`src/rtl/btn_conditioner_pkg.sv`:
```
// -----------------------------------------------------------------------------
// btn_conditioner_pkg
//   Shared board constants for the push-button front-end: clock rate, default
//   debounce / hold / repeat cycle counts, the per-channel FSM state encoding,
//   and small helpers used to size counters at elaboration time.
// -----------------------------------------------------------------------------
package btn_conditioner_pkg;

    localparam int unsigned CLK_HZ                  = 100_000_000;
    localparam int unsigned DEFAULT_NUM_BTN         = 4;
    localparam int unsigned DEFAULT_DEBOUNCE_CYCLES = 1_000_000;   // 10 ms @ 100 MHz
    localparam int unsigned DEFAULT_HOLD_CYCLES     = 50_000_000;  // 500 ms
    localparam int unsigned DEFAULT_REPEAT_CYCLES   = 20_000_000;  // 200 ms

    // Channel FSM encoding is fixed so that the state can be probed on a board
    // debug header with a known meaning.
    typedef enum logic [1:0] {
        ST_IDLE   = 2'd0,
        ST_HELD   = 2'd1,
        ST_REPEAT = 2'd2
    } btn_state_e;

    function automatic int unsigned max_u(input int unsigned a, input int unsigned b);
        return (a > b) ? a : b;
    endfunction

    // Width of the hold/repeat counter: large enough to hold the bigger of the
    // two terminal counts.
    function automatic int unsigned rep_cnt_width(input int unsigned hold_cycles,
                                                  input int unsigned repeat_cycles);
        return $clog2(max_u(hold_cycles, repeat_cycles) + 1);
    endfunction

endpackage

```
`src/rtl/btn_conditioner_if.sv`:
```
// -----------------------------------------------------------------------------
// btn_conditioner_if
//   Bundle between the raw board buttons and the conditioned button bus.
//   Signals (all NUM_BTN wide):
//     btn_raw      raw, asynchronous, active-high button inputs
//     btn_level    debounced, registered button level
//     btn_press    1-cycle pulse on debounced press or repeat tick
//     btn_release  1-cycle pulse on debounced release
//   Modports:
//     master  board side: drives btn_raw, consumes the conditioned outputs
//     slave   conditioner side: consumes btn_raw, drives the conditioned outputs
// -----------------------------------------------------------------------------
interface btn_conditioner_if #(
    parameter int unsigned NUM_BTN = 4
);

    logic [NUM_BTN-1:0] btn_raw;
    logic [NUM_BTN-1:0] btn_level;
    logic [NUM_BTN-1:0] btn_press;
    logic [NUM_BTN-1:0] btn_release;

    modport master (
        output btn_raw,
        input  btn_level,
        input  btn_press,
        input  btn_release
    );

    modport slave (
        input  btn_raw,
        output btn_level,
        output btn_press,
        output btn_release
    );

endinterface

```
`src/rtl/btn_conditioner_channel.sv`:
```
// -----------------------------------------------------------------------------
// btn_conditioner_channel
//   One button channel: 2-flop synchroniser, debounce counter and the
//   IDLE/HELD/REPEAT FSM that produces press/release pulses and the optional
//   hold-to-repeat ticks.
//   Ports:
//     clk            system clock
//     reset          synchronous, active-high reset
//     btn_raw_i      raw asynchronous button input
//     btn_level_o    debounced, registered level
//     btn_press_o    registered 1-cycle press / repeat pulse
//     btn_release_o  registered 1-cycle release pulse
// -----------------------------------------------------------------------------
module btn_conditioner_channel
    import btn_conditioner_pkg::*;
#(
    parameter int unsigned DEBOUNCE_CYCLES = DEFAULT_DEBOUNCE_CYCLES,
    parameter bit          REPEAT_EN       = 1'b1,
    parameter int unsigned HOLD_CYCLES     = DEFAULT_HOLD_CYCLES,
    parameter int unsigned REPEAT_CYCLES   = DEFAULT_REPEAT_CYCLES
) (
    input  logic clk,
    input  logic reset,
    input  logic btn_raw_i,
    output logic btn_level_o,
    output logic btn_press_o,
    output logic btn_release_o
);

    localparam int unsigned DB_W  = $clog2(DEBOUNCE_CYCLES);
    localparam int unsigned REP_W = rep_cnt_width(HOLD_CYCLES, REPEAT_CYCLES);

    localparam logic [DB_W-1:0]  DB_LAST     = DB_W'(DEBOUNCE_CYCLES - 1);
    localparam logic [REP_W-1:0] HOLD_LAST   = REP_W'(HOLD_CYCLES - 1);
    localparam logic [REP_W-1:0] REPEAT_LAST = REP_W'(REPEAT_CYCLES - 1);

    // sync_q[0] is the metastability-catching stage; only sync_q[1] is used.
    logic [1:0]       sync_q;
    logic [DB_W-1:0]  db_cnt_q,  db_cnt_d;
    logic             level_q,   level_d;
    btn_state_e       state_q,   state_d;
    logic [REP_W-1:0] rep_cnt_q, rep_cnt_d;
    logic             press_q,   press_d;
    logic             release_q, release_d;

    logic level_rise;
    logic level_fall;

    // Debounce: count consecutive cycles where the synchronised input
    // disagrees with the accepted level; accept the new level on the last one.
    // NOTE: every always_comb output gets a default first so no path can
    // leave it unassigned and infer a latch.
    always_comb begin
        db_cnt_d = db_cnt_q;
        level_d  = level_q;
        if (sync_q[1] == level_q) begin
            db_cnt_d = '0;
        end else if (db_cnt_q == DB_LAST) begin
            db_cnt_d = '0;
            level_d  = ~level_q;
        end else begin
            db_cnt_d = db_cnt_q + DB_W'(1);
        end
    end

    // The FSM looks at the level edge being committed this cycle so that the
    // registered pulses line up with the registered level change.
    assign level_rise =  level_d & ~level_q;
    assign level_fall = ~level_d &  level_q;

    always_comb begin
        state_d   = state_q;
        rep_cnt_d = rep_cnt_q;
        press_d   = 1'b0;
        release_d = 1'b0;
        unique case (state_q)
            ST_IDLE: begin
                if (level_rise) begin
                    press_d   = 1'b1;
                    rep_cnt_d = '0;
                    state_d   = ST_HELD;
                end
            end
            ST_HELD: begin
                // Release wins over a repeat tick due in the same cycle.
                if (level_fall) begin
                    release_d = 1'b1;
                    state_d   = ST_IDLE;
                end else if (REPEAT_EN) begin
                    if (rep_cnt_q == HOLD_LAST) begin
                        press_d   = 1'b1;
                        rep_cnt_d = '0;
                        state_d   = ST_REPEAT;
                    end else begin
                        rep_cnt_d = rep_cnt_q + REP_W'(1);
                    end
                end
            end
            ST_REPEAT: begin
                if (level_fall) begin
                    release_d = 1'b1;
                    state_d   = ST_IDLE;
                end else if (rep_cnt_q == REPEAT_LAST) begin
                    press_d   = 1'b1;
                    rep_cnt_d = '0;
                end else begin
                    rep_cnt_d = rep_cnt_q + REP_W'(1);
                end
            end
            default: begin
                state_d = ST_IDLE;
            end
        endcase
    end

    // NOTE: sequential state uses non-blocking assignments only, so every
    // flop samples the pre-edge value of every other flop.
    always_ff @(posedge clk) begin
        if (reset) begin
            sync_q    <= '0;
            db_cnt_q  <= '0;
            level_q   <= 1'b0;
            state_q   <= ST_IDLE;
            rep_cnt_q <= '0;
            press_q   <= 1'b0;
            release_q <= 1'b0;
        end else begin
            sync_q    <= {sync_q[0], btn_raw_i};
            db_cnt_q  <= db_cnt_d;
            level_q   <= level_d;
            state_q   <= state_d;
            rep_cnt_q <= rep_cnt_d;
            press_q   <= press_d;
            release_q <= release_d;
        end
    end

    assign btn_level_o   = level_q;
    assign btn_press_o   = press_q;
    assign btn_release_o = release_q;

endmodule

```
`src/rtl/btn_conditioner.sv`:
```
// -----------------------------------------------------------------------------
// btn_conditioner
//   Push-button front-end: NUM_BTN independent channels, each synchronised,
//   debounced and turned into a level plus press/release pulses (with optional
//   hold-to-repeat on press). Feeds the display/clock-divider top level.
//   Ports:
//     clk    system clock
//     reset  synchronous, active-high reset
//     bus    btn_conditioner_if.slave: btn_raw in; btn_level, btn_press,
//            btn_release out
// -----------------------------------------------------------------------------
module btn_conditioner
    import btn_conditioner_pkg::*;
#(
    parameter int unsigned NUM_BTN         = DEFAULT_NUM_BTN,
    parameter int unsigned DEBOUNCE_CYCLES = DEFAULT_DEBOUNCE_CYCLES,
    parameter bit          REPEAT_EN       = 1'b1,
    parameter int unsigned HOLD_CYCLES     = DEFAULT_HOLD_CYCLES,
    parameter int unsigned REPEAT_CYCLES   = DEFAULT_REPEAT_CYCLES
) (
    input  logic           clk,
    input  logic           reset,
    btn_conditioner_if.slave bus
);

    logic [NUM_BTN-1:0] level_w;
    logic [NUM_BTN-1:0] press_w;
    logic [NUM_BTN-1:0] release_w;

    for (genvar i = 0; i < NUM_BTN; i++) begin : g_chan
        btn_conditioner_channel #(
            .DEBOUNCE_CYCLES (DEBOUNCE_CYCLES),
            .REPEAT_EN       (REPEAT_EN),
            .HOLD_CYCLES     (HOLD_CYCLES),
            .REPEAT_CYCLES   (REPEAT_CYCLES)
        ) u_chan (
            .clk           (clk),
            .reset         (reset),
            .btn_raw_i     (bus.btn_raw[i]),
            .btn_level_o   (level_w[i]),
            .btn_press_o   (press_w[i]),
            .btn_release_o (release_w[i])
        );
    end

    assign bus.btn_level   = level_w;
    assign bus.btn_press   = press_w;
    assign bus.btn_release = release_w;

endmodule
```
`src/flat_wrapper.sv`:
```
// flat-port wrapper written by rule: the top's interface ports become plain ports
module btn_conditioner_flat import btn_conditioner_pkg::*;
#(
    parameter int unsigned NUM_BTN         = DEFAULT_NUM_BTN,
    parameter int unsigned DEBOUNCE_CYCLES = DEFAULT_DEBOUNCE_CYCLES,
    parameter bit          REPEAT_EN       = 1'b1,
    parameter int unsigned HOLD_CYCLES     = DEFAULT_HOLD_CYCLES,
    parameter int unsigned REPEAT_CYCLES   = DEFAULT_REPEAT_CYCLES
)
  (clk, reset, bus_btn_raw, bus_btn_level, bus_btn_press, bus_btn_release);
  btn_conditioner_if #(.NUM_BTN(NUM_BTN)) bus_i ();
  input  logic clk;
  input  logic reset;
  input wire logic [$bits(bus_i.btn_raw)-1:0] bus_btn_raw;
  output wire logic [$bits(bus_i.btn_level)-1:0] bus_btn_level;
  output wire logic [$bits(bus_i.btn_press)-1:0] bus_btn_press;
  output wire logic [$bits(bus_i.btn_release)-1:0] bus_btn_release;
  assign bus_i.btn_raw = bus_btn_raw;
  assign bus_btn_level = bus_i.btn_level;
  assign bus_btn_press = bus_i.btn_press;
  assign bus_btn_release = bus_i.btn_release;
  btn_conditioner #(.NUM_BTN(NUM_BTN), .DEBOUNCE_CYCLES(DEBOUNCE_CYCLES), .REPEAT_EN(REPEAT_EN), .HOLD_CYCLES(HOLD_CYCLES), .REPEAT_CYCLES(REPEAT_CYCLES)) u_core (.clk(clk), .reset(reset), .bus(bus_i));
endmodule
```
`config.mk`:
```
export PLATFORM = sky130hd
export DESIGN_NAME = btn_conditioner_flat
export DESIGN_NICKNAME = d
export VERILOG_FILES = /design/src/rtl/btn_conditioner_pkg.sv /design/src/rtl/btn_conditioner_if.sv /design/src/rtl/btn_conditioner_channel.sv /design/src/rtl/btn_conditioner.sv /design/src/flat_wrapper.sv
export SDC_FILE = /design/constraint.sdc
export NUM_CORES = 1
export LEC_CHECK = 0
export CORE_MARGIN = 2
export CORE_UTILIZATION = 60
export CTS_CLUSTER_DIAMETER = 200
export CTS_CLUSTER_SIZE = 28
export DETAILED_ROUTE_END_ITERATION = 7
export GPL_TIMING_DRIVEN = 1
export PLACE_DENSITY = 0.77
export SKIP_CTS_REPAIR_TIMING = 1
export SYNTH_ARGS = -nofsm -noshare
export SYNTH_HDL_FRONTEND = slang
export SYNTH_SLANG_ARGS = --single-unit
```
`constraint.sdc`:
```
create_clock -name clk -period 3.6 [get_ports clk]
set_input_delay 0.36 -clock clk [delete_from_list [all_inputs] [get_ports clk]]
set_output_delay 0.36 -clock clk [all_outputs]
set_load 0.1 [all_outputs]
```
==> metrics.md <==
| Metric | Value |
|---|---|
| Yosys top cell by area | `dfxtp_1` |
| Gp weighted congestion | `0.8878` |
| Pwr dens | `around 320 nW/um^2` |
| Distinct cells, synth | `between 80 and 90` |
| Crit path capture type | `flop` |
| Initial drt markers | `708` |
| Clk_lat worst skew | `0.48 ns` |
| Clk sinks | `about 210` |
| Number of synthesized flops with an enable pin | `0` |
| Row count | `49` |
| Antenna violations before repair | `0` |
| Vias | `approximately 9800` |
| Lkg Pwr | `3.463 nW` |
| Post-synthesis cell area | `between 10000 and 15000 sq um` |
| Vias in the first global route | `9010` |
| Launching element type of the critical path | `flop` |
| # port buffers | `17` |
| Final Hold Vio Count | `0` |
| Max-cap violations | `0` |
| Normalized max-slew margin | `34.89%` |
| Drt via density | `6.208` |
| Post-route ant nets | `0` |
| Die Height | `about 140 um` |
| Status | `completed` |
| DRT Pass-1 Iters | `5` |
| CTS Buf Count | `11` |
| Avg WL per Cell | `approximately 15 um` |
| Cells after Synth | `1357` |
| Critical path arrival | `approximately 3.4 ns` |
| Area delta synth->final | `5.497%` |
| Synth warn | `0` |
| CP cell instances | `or4b_2, nor4_1, a21boi_1, o21a_1, o21ai_1, buf_4, nor3_1` |
| Final wirelength | `roughly 24000 um` |
| Share of the synthesized area in the top cell type | `37.98%` |
| I/O Pins | `18` |
| Fmax | `0.3253 GHz` |
| Antenna cells | `0` |
| Worst Clk Skew | `approximately 0.026 ns` |
| Pre-CTS setup slack | `0.6912 ns` |
| Final Cycle Share | `85.40%` |
| First-pass GRT wire length | `41640 um` |
| Min Tclk post-route | `3.074 ns` |
| Most common cell after layout, fill and taps aside | `dfxtp_1` |
| Worst path slowest cell | `or4b_2` |
| Reg area | `4244 sq um` |
| Core Region | `18150 sq um` |
| Layout cells sized above 1 | `around 5.1%` |
| Worst hold slack | `0.1058 ns` |
| Dpl hpwl | `about 17000 um` |
| Max Slew Vio Count | `0` |
| Endpoints failing setup | `0` |
| Async SR Flop Fraction | `0%` |
| Setup CP Type | `reg2reg` |
| Post-synthesis sequential area ratio | `37.98%` |
| Grt ovf | `0` |
| GRT Total Usage | `24.11%` |
| Most frequent cells in the layout | `212 x dfxtp_1, 158 x nor2_1, 109 x nand2_1` |
| Layout Nets | `1377` |
| Initial Util | `between 60% and 70%` |
| CTS Buffer Depth | `3` |
| TritonCTS clock tree | `done` |
| Drt drc | `0` |
| Full die area | `19730 sq um` |
| Worst setup margin | `0.5257 ns` |
| Fillcell total | `about 1600` |
| Max FO, Critical Path | `11` |
| Worst vdd ir | `510.0 uV` |
| Critical Path RT | `3.96 ns` |
| Pin count of the biggest net entering global routing | `56` |
| Area contributors post-synth | `dfxtp_1 38%, nor2_1 5.3%, xnor2_1 4.8%, a21oi_1 3.9%, nand3_1 3.7%` |
| CP max stage delay | `0.69 ns` |
| Syn Nets | `about 1400` |
| Clk root buf | `clkbuf_16` |
| Clk pin slew, worst setup/hold paths | `between 0.1 and 0.15 ns` |
| Seq cells post-synth | `212` |
| RSZ-0062 raised after global routing | `no` |
| H-tree Lvls | `1` |
| Die Wd | `140.5 um` |
| Footprint of the multi-input gates | `~6400 sq um` |
| Post-synthesis area per instance | `8.236 sq um` |
| Setup TNS | `0 ns` |
| Worst slew pin tran | `0.9736 ns` |
| Worst Hold Class | `in2reg` |
| Ys flop type | `dfxtp_1` |
==> power by group <==
group          internal (W)  switching (W)  total (W)
registers           0.00235     0.00000399    0.00235
logic             0.0000150      0.0000437  0.0000587
clock network      0.000564       0.000760    0.00132
total               0.00293       0.000808    0.00374
==> state kept, by name, summed over array words and instances (netlist names) <==
| register | flops |
|---|---|
| u_core.g_chan.u_chan.btn_level_o | 4 |
| u_core.g_chan.u_chan.btn_press_o | 4 |
| u_core.g_chan.u_chan.btn_release_o | 4 |
| u_core.g_chan.u_chan.db_cnt_q | 80 |
| u_core.g_chan.u_chan.rep_cnt_q | 104 |
| u_core.g_chan.u_chan.state_q | 8 |
| u_core.g_chan.u_chan.sync_q | 8 |
==> worst paths after layout <==
check | start | to | slack [ns] | cells past startpoint
worst min register to register | u_core.g_chan[3].u_chan.sync_q[0]$_SDFF_PP0_ | u_core.g_chan[3].u_chan.sync_q[1]$_SDFF_PP0_ | 0.45 | 1
worst max-delay path | u_core.g_chan[3].u_chan.rep_cnt_q[17]$_SDFFE_PP0P_ | u_core.g_chan[3].u_chan.rep_cnt_q[16]$_SDFFE_PP0P_ | 0.53 | 7
worst min-delay path | reset | u_core.g_chan[1].u_chan.sync_q[0]$_SDFF_PP0_ | 0.11 | 2
worst max register to register | u_core.g_chan[3].u_chan.rep_cnt_q[17]$_SDFFE_PP0P_ | u_core.g_chan[3].u_chan.rep_cnt_q[16]$_SDFFE_PP0P_ | 0.53 | 7
==> final cells by class <==
cell class              count  share of cell area (%)
clock inverters             1                  0.1380
repair buffers             38                   2.759
flip-flops and latches    212                   36.00
multi-input cells        1029                   54.59
clock buffers              11                   2.335
well taps                 229                   2.430
inverters                  55                   1.751
==> cells by family (layout without fill, tap and decap cells) <==
kind of cell,after synthesis,count (layout),share of synthesized area [%]
AND/OR/NAND/NOR,641,641,30.88
AO/OA/AOI/OAI,260,260,15.76
flip-flops,212,212,37.98
buffers and inverters,116,105,4.467
XOR/XNOR,99,99,7.759
adder cells (fa/ha/maj),24,24,2.687
multiplexers,5,5,0.4702
==> Yosys cell counts (4+ instances only) <==
cell         n
a21oi_1     88
a2111oi_0    4
o32ai_1     14
dfxtp_1    212
inv_1       54
o21ai_0     46
xor2_1      38
or4b_1       4
nand2_1    109
nand3_1     83
nand4b_1     6
or2_2       12
and4_1      18
xnor2_1     61
o31ai_1      6
a31oi_1     10
nor3_1      31
o21a_1       4
buf_2        6
nand2b_1     8
nand4_1     48
ha_1        24
and2_1      10
or4_1       15
nor4_1      26
a21boi_0     5
nor4bb_1     5
a311oi_1     6
or3_1       27
a22oi_1     11
nor3b_1      7
nor2b_1     14
buf_4       13
clkbuf_1    39
a32o_1      11
nand3b_1     9
and3_1      26
a2111oi_2    4
a211oi_1     8
nor2_1     158
nor4b_1      8
==> per-layer routing <==
layer  vias to the layer above  track usage [%]  wire length [um]
met3                        34            2.359              1092
met4                         0            5.579               405
met1                      4577            33.72             11280
met2                       265            40.56             11120
met5                         -                0                 0
li1                       4901                -                 -
==> critical path, delay by kind of cell (launching register included) <==
family	cells	cell delay, ns
compound gates	3	1.12
buf+inv	1	0.31
flops	1	0.38
simple gates	3	1.16
==> per-stage QoR <==
step                instances  utilization, %  area (sq um)  total power (W)
CTS                      1575           64.97         11790         0.003785
finish                   1575           64.97         11790         0.003736
global route             1575           64.97         11790         0.003869
detailed placement       1563           63.36         11500         0.002466
global placement         1563           63.36         11500         0.002465
floorplan                1357               -         11180         0.002445
Power figures use the tool's default switching activity.
